--- src/rtl/uart_tx_frame.sv ---
// UART serialiser: valid/ready word in, start + LSB-first data + optional parity
// + 1/2 stop bits out on a registered tx line, with an internal baud divider.
module uart_tx_frame #(
  parameter int DATA_WIDTH   = 8,
  parameter int CLKS_PER_BIT = 16,
  parameter int PARITY_MODE  = 1,
  parameter int STOP_BITS    = 1
) (
  input  logic                  clk,
  input  logic                  reset,
  input  logic                  in_valid,
  output logic                  in_ready,
  input  logic [DATA_WIDTH-1:0] in_data,
  output logic                  tx,
  output logic                  busy,
  output logic                  done
);

  localparam int BCNT_W = (CLKS_PER_BIT > 1) ? $clog2(CLKS_PER_BIT) : 1;
  localparam int BIDX_W = $clog2(DATA_WIDTH);

  if (PARITY_MODE < 0 || PARITY_MODE > 2) begin : g_bad_parity
    $error("uart_tx_frame: PARITY_MODE must be 0, 1 or 2");
  end
  if (DATA_WIDTH < 5 || DATA_WIDTH > 9) begin : g_bad_width
    $error("uart_tx_frame: DATA_WIDTH must be 5..9");
  end
  if (STOP_BITS < 1 || STOP_BITS > 2 || CLKS_PER_BIT < 1) begin : g_bad_timing
    $error("uart_tx_frame: STOP_BITS must be 1 or 2, CLKS_PER_BIT >= 1");
  end

  typedef enum logic [2:0] {S_IDLE, S_START, S_DATA, S_PARITY, S_STOP} state_t;

  state_t                r_state, w_state_n;
  logic [BCNT_W-1:0]     r_bcnt, w_bcnt_n;
  logic [BIDX_W-1:0]     r_bidx, w_bidx_n;
  logic                  r_scnt, w_scnt_n;
  logic [DATA_WIDTH-1:0] r_shreg, w_shreg_n;
  logic                  r_par, w_par_n;
  logic                  r_tx, w_tx_n;
  logic                  r_busy, w_busy_n;
  logic                  r_done, w_done_n;
  logic                  w_tick;
  logic                  w_ready;

  assign w_tick   = (r_bcnt == BCNT_W'(CLKS_PER_BIT - 1));
  assign in_ready = w_ready;
  assign tx       = r_tx;
  assign busy     = r_busy;
  assign done     = r_done;

  always_ff @(posedge clk or posedge reset) begin
    if (reset) begin
      r_state <= S_IDLE;
      r_bcnt  <= '0;
      r_bidx  <= '0;
      r_scnt  <= 1'b0;
      r_shreg <= '0;
      r_par   <= 1'b0;
      r_tx    <= 1'b1;
      r_busy  <= 1'b0;
      r_done  <= 1'b0;
    end else begin
      r_state <= w_state_n;
      r_bcnt  <= w_bcnt_n;
      r_bidx  <= w_bidx_n;
      r_scnt  <= w_scnt_n;
      r_shreg <= w_shreg_n;
      r_par   <= w_par_n;
      r_tx    <= w_tx_n;
      r_busy  <= w_busy_n;
      r_done  <= w_done_n;
    end
  end

  always_comb begin
    w_state_n = r_state;
    w_bcnt_n  = r_bcnt;
    w_bidx_n  = r_bidx;
    w_scnt_n  = r_scnt;
    w_shreg_n = r_shreg;
    w_par_n   = r_par;
    w_busy_n  = r_busy;
    w_done_n  = 1'b0;
    w_ready   = 1'b0;
    w_tx_n    = 1'b1;

    // every state change happens on a tick, so wrapping here also clears on entry
    if (r_state != S_IDLE) w_bcnt_n = w_tick ? '0 : r_bcnt + BCNT_W'(1);

    case (r_state)
      S_IDLE: w_ready = 1'b1;
      S_START: begin
        if (w_tick) begin
          w_state_n = S_DATA;
          w_bidx_n  = '0;
        end
      end
      S_DATA: begin
        if (w_tick) begin
          w_shreg_n = {1'b0, r_shreg[DATA_WIDTH-1:1]};
          if (r_bidx == BIDX_W'(DATA_WIDTH - 1)) begin
            w_state_n = (PARITY_MODE != 0) ? S_PARITY : S_STOP;
            w_scnt_n  = 1'b0;
          end else begin
            w_bidx_n = r_bidx + BIDX_W'(1);
          end
        end
      end
      S_PARITY: begin
        if (w_tick) begin
          w_state_n = S_STOP;
          w_scnt_n  = 1'b0;
        end
      end
      S_STOP: begin
        if (w_tick) begin
          if (r_scnt == 1'(STOP_BITS - 1)) begin
            w_ready   = 1'b1;
            w_done_n  = 1'b1;
            w_state_n = S_IDLE;
            w_busy_n  = 1'b0;
          end else begin
            w_scnt_n = r_scnt + 1'b1;
          end
        end
      end
      default: w_state_n = S_IDLE;
    endcase

    // accept overrides the stop->idle move to give zero-gap back-to-back frames
    if (in_valid && w_ready) begin
      w_state_n = S_START;
      w_shreg_n = in_data;
      w_par_n   = (^in_data) ^ (PARITY_MODE == 2);
      w_bcnt_n  = '0;
      w_busy_n  = 1'b1;
    end

    case (w_state_n)
      S_START:  w_tx_n = 1'b0;
      S_DATA:   w_tx_n = w_shreg_n[0];
      S_PARITY: w_tx_n = w_par_n;
      default:  w_tx_n = 1'b1;
    endcase
  end

endmodule

--- config.mk ---
export PLATFORM = sky130hd
export DESIGN_NAME = uart_tx_frame
export DESIGN_NICKNAME = d
export VERILOG_FILES = /design/src/rtl/uart_tx_frame.sv
export SDC_FILE = /design/constraint.sdc
export NUM_CORES = 1
export LEC_CHECK = 0
export CELL_PAD_IN_SITES_DETAIL_PLACEMENT = 1
export CELL_PAD_IN_SITES_GLOBAL_PLACEMENT = 1
export CORE_AREA = 2 2 62 87
export CTS_CLUSTER_SIZE = 12
export DETAILED_ROUTE_END_ITERATION = 10
export DIE_AREA = 0 0 64 89
export PLACE_DENSITY = 0.59
export SLEW_MARGIN = 20
export SYNTH_ARGS = -nofsm -noshare
export SYNTH_HDL_FRONTEND = slang
export SYNTH_SLANG_ARGS = --single-unit
--- constraint.sdc ---
create_clock -name clk -period 2 [get_ports clk]
set_input_delay 0.2 -clock clk [delete_from_list [all_inputs] [get_ports clk]]
set_output_delay 0.2 -clock clk [all_outputs]
set_load 0.005 [all_outputs]
### Word-level counts from Yosys, hierarchy flattened

Cells that the tools add are included.

* add/subtract/negate cells: 3
* equality and inequality tests: 16
* multiplexer cells: 34
* reductions and logical operators: 14

Operators by type and width (count)
* $mux 3: 10
* $mux 8: 3
* $pmux 3 s5: 1
* $mux 1: 13
* $eq 3x2->1 const B: 4
* $mux 4: 3
* $ne 2x2->1 const B: 6
* $reduce_bool 2->1: 5
* $reduce_xor 8->1: 1
* $eq 3x1->1 const B: 2
* $eq 3x3->1 const B: 2
* $pmux 1 s3: 2
* $pmux 3 s2: 1
* $reduce_bool 3->1: 2
* $reduce_and 5->1: 1
* $add 4x1->4 const B: 1
* $eq 4x4->1 const B: 1
* $reduce_and 4->1: 1
* $add 3x1->3 const B: 1
* $logic_not 3->1: 1
* $reduce_and 3->1: 1
* $ne 2x1->1 const B: 1
* $pmux 1 s2: 1
* $reduce_and 2->1: 1
* other kinds (2): 2

* register bits: 23
* bits of input ports: 11
* output and inout bits: 4
* logic and storage cells: 77

### Longest topological paths before layout

* depth after elaboration: 7
* mapped depth: 6
* depth with buffers taken out: 6

### Worst setup path before layout

Ideal clock, no wire load.

* kind: register to register
* start point: register r_bcnt[0]
* end point: register r_tx, in the netlist tx
* library setup time: 0.062 ns
* arrival: 1.590 ns
* required time: 1.938 ns
* slack: 0.348 ns
* cell stages (with the launch flop): 6
* path buffers: 0
* period minus slack after synthesis: 1.652 ns
* cell sequence: dfrtp_1 > ha_1 > nand3_4 > or4b_1 > a21oi_2 > o32a_1

* longest elaborated chain between the ends: 7
* elaborated cells between the ends (all ways): 18
* classes of those cells: 4 x eq/ne; 13 x mux; 1 x reduce/logical

RTL lines
* start, declared: line 35 `logic [BCNT_W-1:0] r_bcnt, w_bcnt_n;`
* start signal, assigned: line 65 `r_bcnt <= w_bcnt_n;`
* $eq 4x4->1 (*): line 46 `assign w_tick = (r_bcnt == BCNT_W'(CLKS_PER_BIT - 1));`
* $mux 1: line 117 `if (w_tick) begin`
* $pmux 1 s2: line 91 `case (r_state)`
* $logic_and 1x1->1: line 132 `if (in_valid && w_ready) begin`
* $mux 3: line 132
* $eq 3x2->1 or $eq 3x1->1 (tied branches): line 140 `case (w_state_n)`
* $pmux 1 s3 (*): line 140
* via w_tx_n: line 40 `logic r_tx, w_tx_n;`
* end signal, assigned: line 70 `r_tx <= w_tx_n;`
* end, declared: line 40

Mark *: on every way through the listed nets, which the timed path passes. The rest lies on a longest branch. The select of a mux whose other input is x is not followed.
A chain may end at the register's enable or synchronous reset.

### Final worst setup path

* start point: register r_bcnt[1]
* end point: output port in_ready

* longest elaborated chain between the ends: 3

RTL lines
* $eq 4x4->1: line 46
* $mux 1: line 117
* $pmux 1 s2: line 91
* end, declared: line 12 `output logic in_ready,`

Every way passes these cells.

==> results.md <==
- Outcome: finished, final reports clean
- Die Span Y: 89 um
- Crit end category: primary output
- Vias in the first global route: 1073
- TritonCTS clock tree: built
- Synthesized instance count: 117
- DR iter-0 viols: 21
- Worst slew pin tran: 444.4 ps
- Drt pass-1 iters: 4
- Top-count cell post-synth: dfrtp_1
- Slowest CP cell: clkdlybuf4s50_1
- Overall Power: 0.001824 W
- CP peak stage delay: 520 ps
- Placed cell areas: 0.001436 mm2
- Min Hold Slack: 264.2 ps
- Core outline area: 0.004842 mm2
- # nets final: 153
- Min-Delay Path Class: in -> async
- DR vias/cell: 4.752
- Critical Path AT: 1760 ps
- Fin. Hold Viols: 0
- Final min period: 1960 ps
- Area growth, synth to finish: 28.36%
- Design Area, Final: 0.001529 mm2
- Max_slew headroom: 70.15%
- Routed wire length: 2958 um
- Worst Path Required: 1800 ps
- Period utilization: 98.00%
- Final setup violation count: 0
- First-pass GRT wire length: 5057 um
- Max Slew Vio Count: 0
- H-tree depth: 1
- Initial Util: 24.60%
- Layout cell share with drive strength beyond 1: 15.22%
- CTS buffer count: 3
- Clk Tree Root Cell: clkbuf_8
- Placer Congestion: 0.7569
- Crit start category: flop
- PD cells: 1193 mW/mm2
- RSZ-0062 raised after global routing: false
- Cell Chain, Critical Path: ha_4 -> nand3_4 -> a21oi_1 -> clkdlybuf4s50_1
- Leak pwr: 0.6647 nW
- Largest net degree at the start of global routing: 23
- Unique masters post-synth: 37
- Reg clk slew, reported paths: 90 ps
- Routed wire length per instance: 14.64 um
- Sequential share of the synthesized area: 46.32%
- Clock Latency Late Sink: 260 ps
- Synth top area share: 44.12%
- Layout Skew: 7.808 ps
- CP max FO: 10
- Fill cell count: 562
- Fin Setup TNS: 0 ps
- Synth top area cells: dfrtp_1, a22o_1, xnor2_1
- Die area: 0.005696 mm2
- MaxCap Viol Count: 0
- Critical path class: reg -> out
- Clk sink count: 22
- Syn Nets: 131
- Remaining DRCs: 0
- Placed Cells: 197
- Remaining Overflow, GRT: 0
- Post-synth EDFFs: 0
- Highest Clock Rate: 0.5102 GHz
- Worst reg-to-reg setup slack: 260 ps
- Area leader, netlist: dfrtp_1
- Flops & latches, synth: 22
- Synth Cell Area: 0.001191 mm2
- Most frequent cells after synthesis: dfrtp_1, a22o_1, nor2_1
- Ys async rst share: 100.0%
- Predominant post-synthesis flop cell: dfrtp_1
- Num rows: 30
- VDD IR max: 0.3433 mV
- Antenna violations before repair: 0
- Maximum buffer depth of the clock tree: 2
- Io pins: 15
- Detailed placer's ending HPWL: 2255 um
- Final std cells w/o fill: 202
- Port buffer count: 14
- Antenna viol nets, final: 0
- N_diodes: 0
- Die W: 64 um
- Ys Warns: 0
- Via count: 960
- GRT Total Usage: 11.26%
- Syn Area/Cell: 10.18 um2
path summary, 6_finish.rpt:
check / cells past startpoint / start / to
worst max-delay path: 4 / r_bcnt[1]$_DFFE_PP0P_ / in_ready
worst min-delay path: 3 / reset / done$_DFF_PP0_
worst max register to register: 5 / r_bcnt[1]$_DFFE_PP0P_ / tx$_DFF_PP1_
worst min register to register: 1 / r_shreg[1]$_DFFE_PP0P_ / r_shreg[1]$_DFFE_PP0P_
max in group asynchronous: 3 / reset / tx$_DFF_PP1_
min in group clk: 1 / r_shreg[1]$_DFFE_PP0P_ / r_shreg[1]$_DFFE_PP0P_
cell usage in the layout (no fill, tap or decap), drive strengths merged, types with 2 or more instances in the layout:
cell	instances
a211oi	2
a21o	7
a21oi	5
a22o	8
and3	2
buf	7
clkbuf	3
clkdlybuf4s50	14
dfrtp	21
ha	3
inv	6
nand2	7
nand2b	2
nand3	5
nor2	8
nor3	4
o21ai	7
o31ai	3
or3	3
xnor2	7
cell families (layout without fill, tap and decap cells):
group                    count (synthesis)  after routing  share of synthesized area [%]
adder cells (fa/ha/maj)                  3              3                          3.152
AND/OR/NAND/NOR                         36             36                          16.91
AO/OA/AOI/OAI                           37             37                          23.22
XOR/XNOR                                 8              8                          5.883
multiplexers                             1              1                         0.9453
buffers and inverters                   10             31                          3.571
flip-flops                              22             22                          46.32
where the power goes:
part	internal (W)	leakage [nW]	switching, W
Sequential	0.000614	0.268	0.000136
Clock	0.000267	0.0357	0.000151
Combinational	0.000323	0.361	0.000332
critical path: cells and delay by family, from the launching register on:
kind / cells / cell delay [ps]
simple gates: 1 / 160
flops: 1 / 430
fa+ha+maj: 1 / 190
compound gates: 1 / 200
buf+inv: 1 / 520
cell type report:
type / count / area (um2) / area share (%)
tap: 64 / 80.08 / 5.237
inverter: 6 / 22.52 / 1.473
sequential: 22 / 553.0 / 36.17
timing repair buffer: 21 / 192.7 / 12.60
clock buffer: 3 / 41.29 / 2.700
clock inverter: 1 / 30.03 / 1.964
multi-input combinational: 85 / 609.3 / 39.85
flip-flops by register name (all words and copies together) (netlist names):
name	cells
r_bidx	3
r_state	3
done	1
r_bcnt	4
r_shreg	8
r_par	1
busy	1
tx	1
timing repair:
item / in CTS / in global routing
buffers inserted: 0 / 1
gates resized for setup: 3 / 0
endpoints found under the setup margin: 1 / 1
hold buffers: 0 / 0
cloned: 0 / 0
per-stage QoR:
step	worst slack [ps]	utilization, %
5_1_grt	7.843	31.58
2_1_floorplan	348.5	-
6_report	39.91	31.58
3_3_place_gp	286.5	29.66
3_5_place_dp	186.5	29.66
4_1_cts	48.82	31.42
layer usage:
layer / wire length (um) / GRT usage (%)
met5: 0 / 0
met3: 65 / 1.511
met1: 1227 / 12.50
met4: 27 / 3.360
met2: 1637 / 22.06
Note: power is estimated with default switching activity, not from simulation.
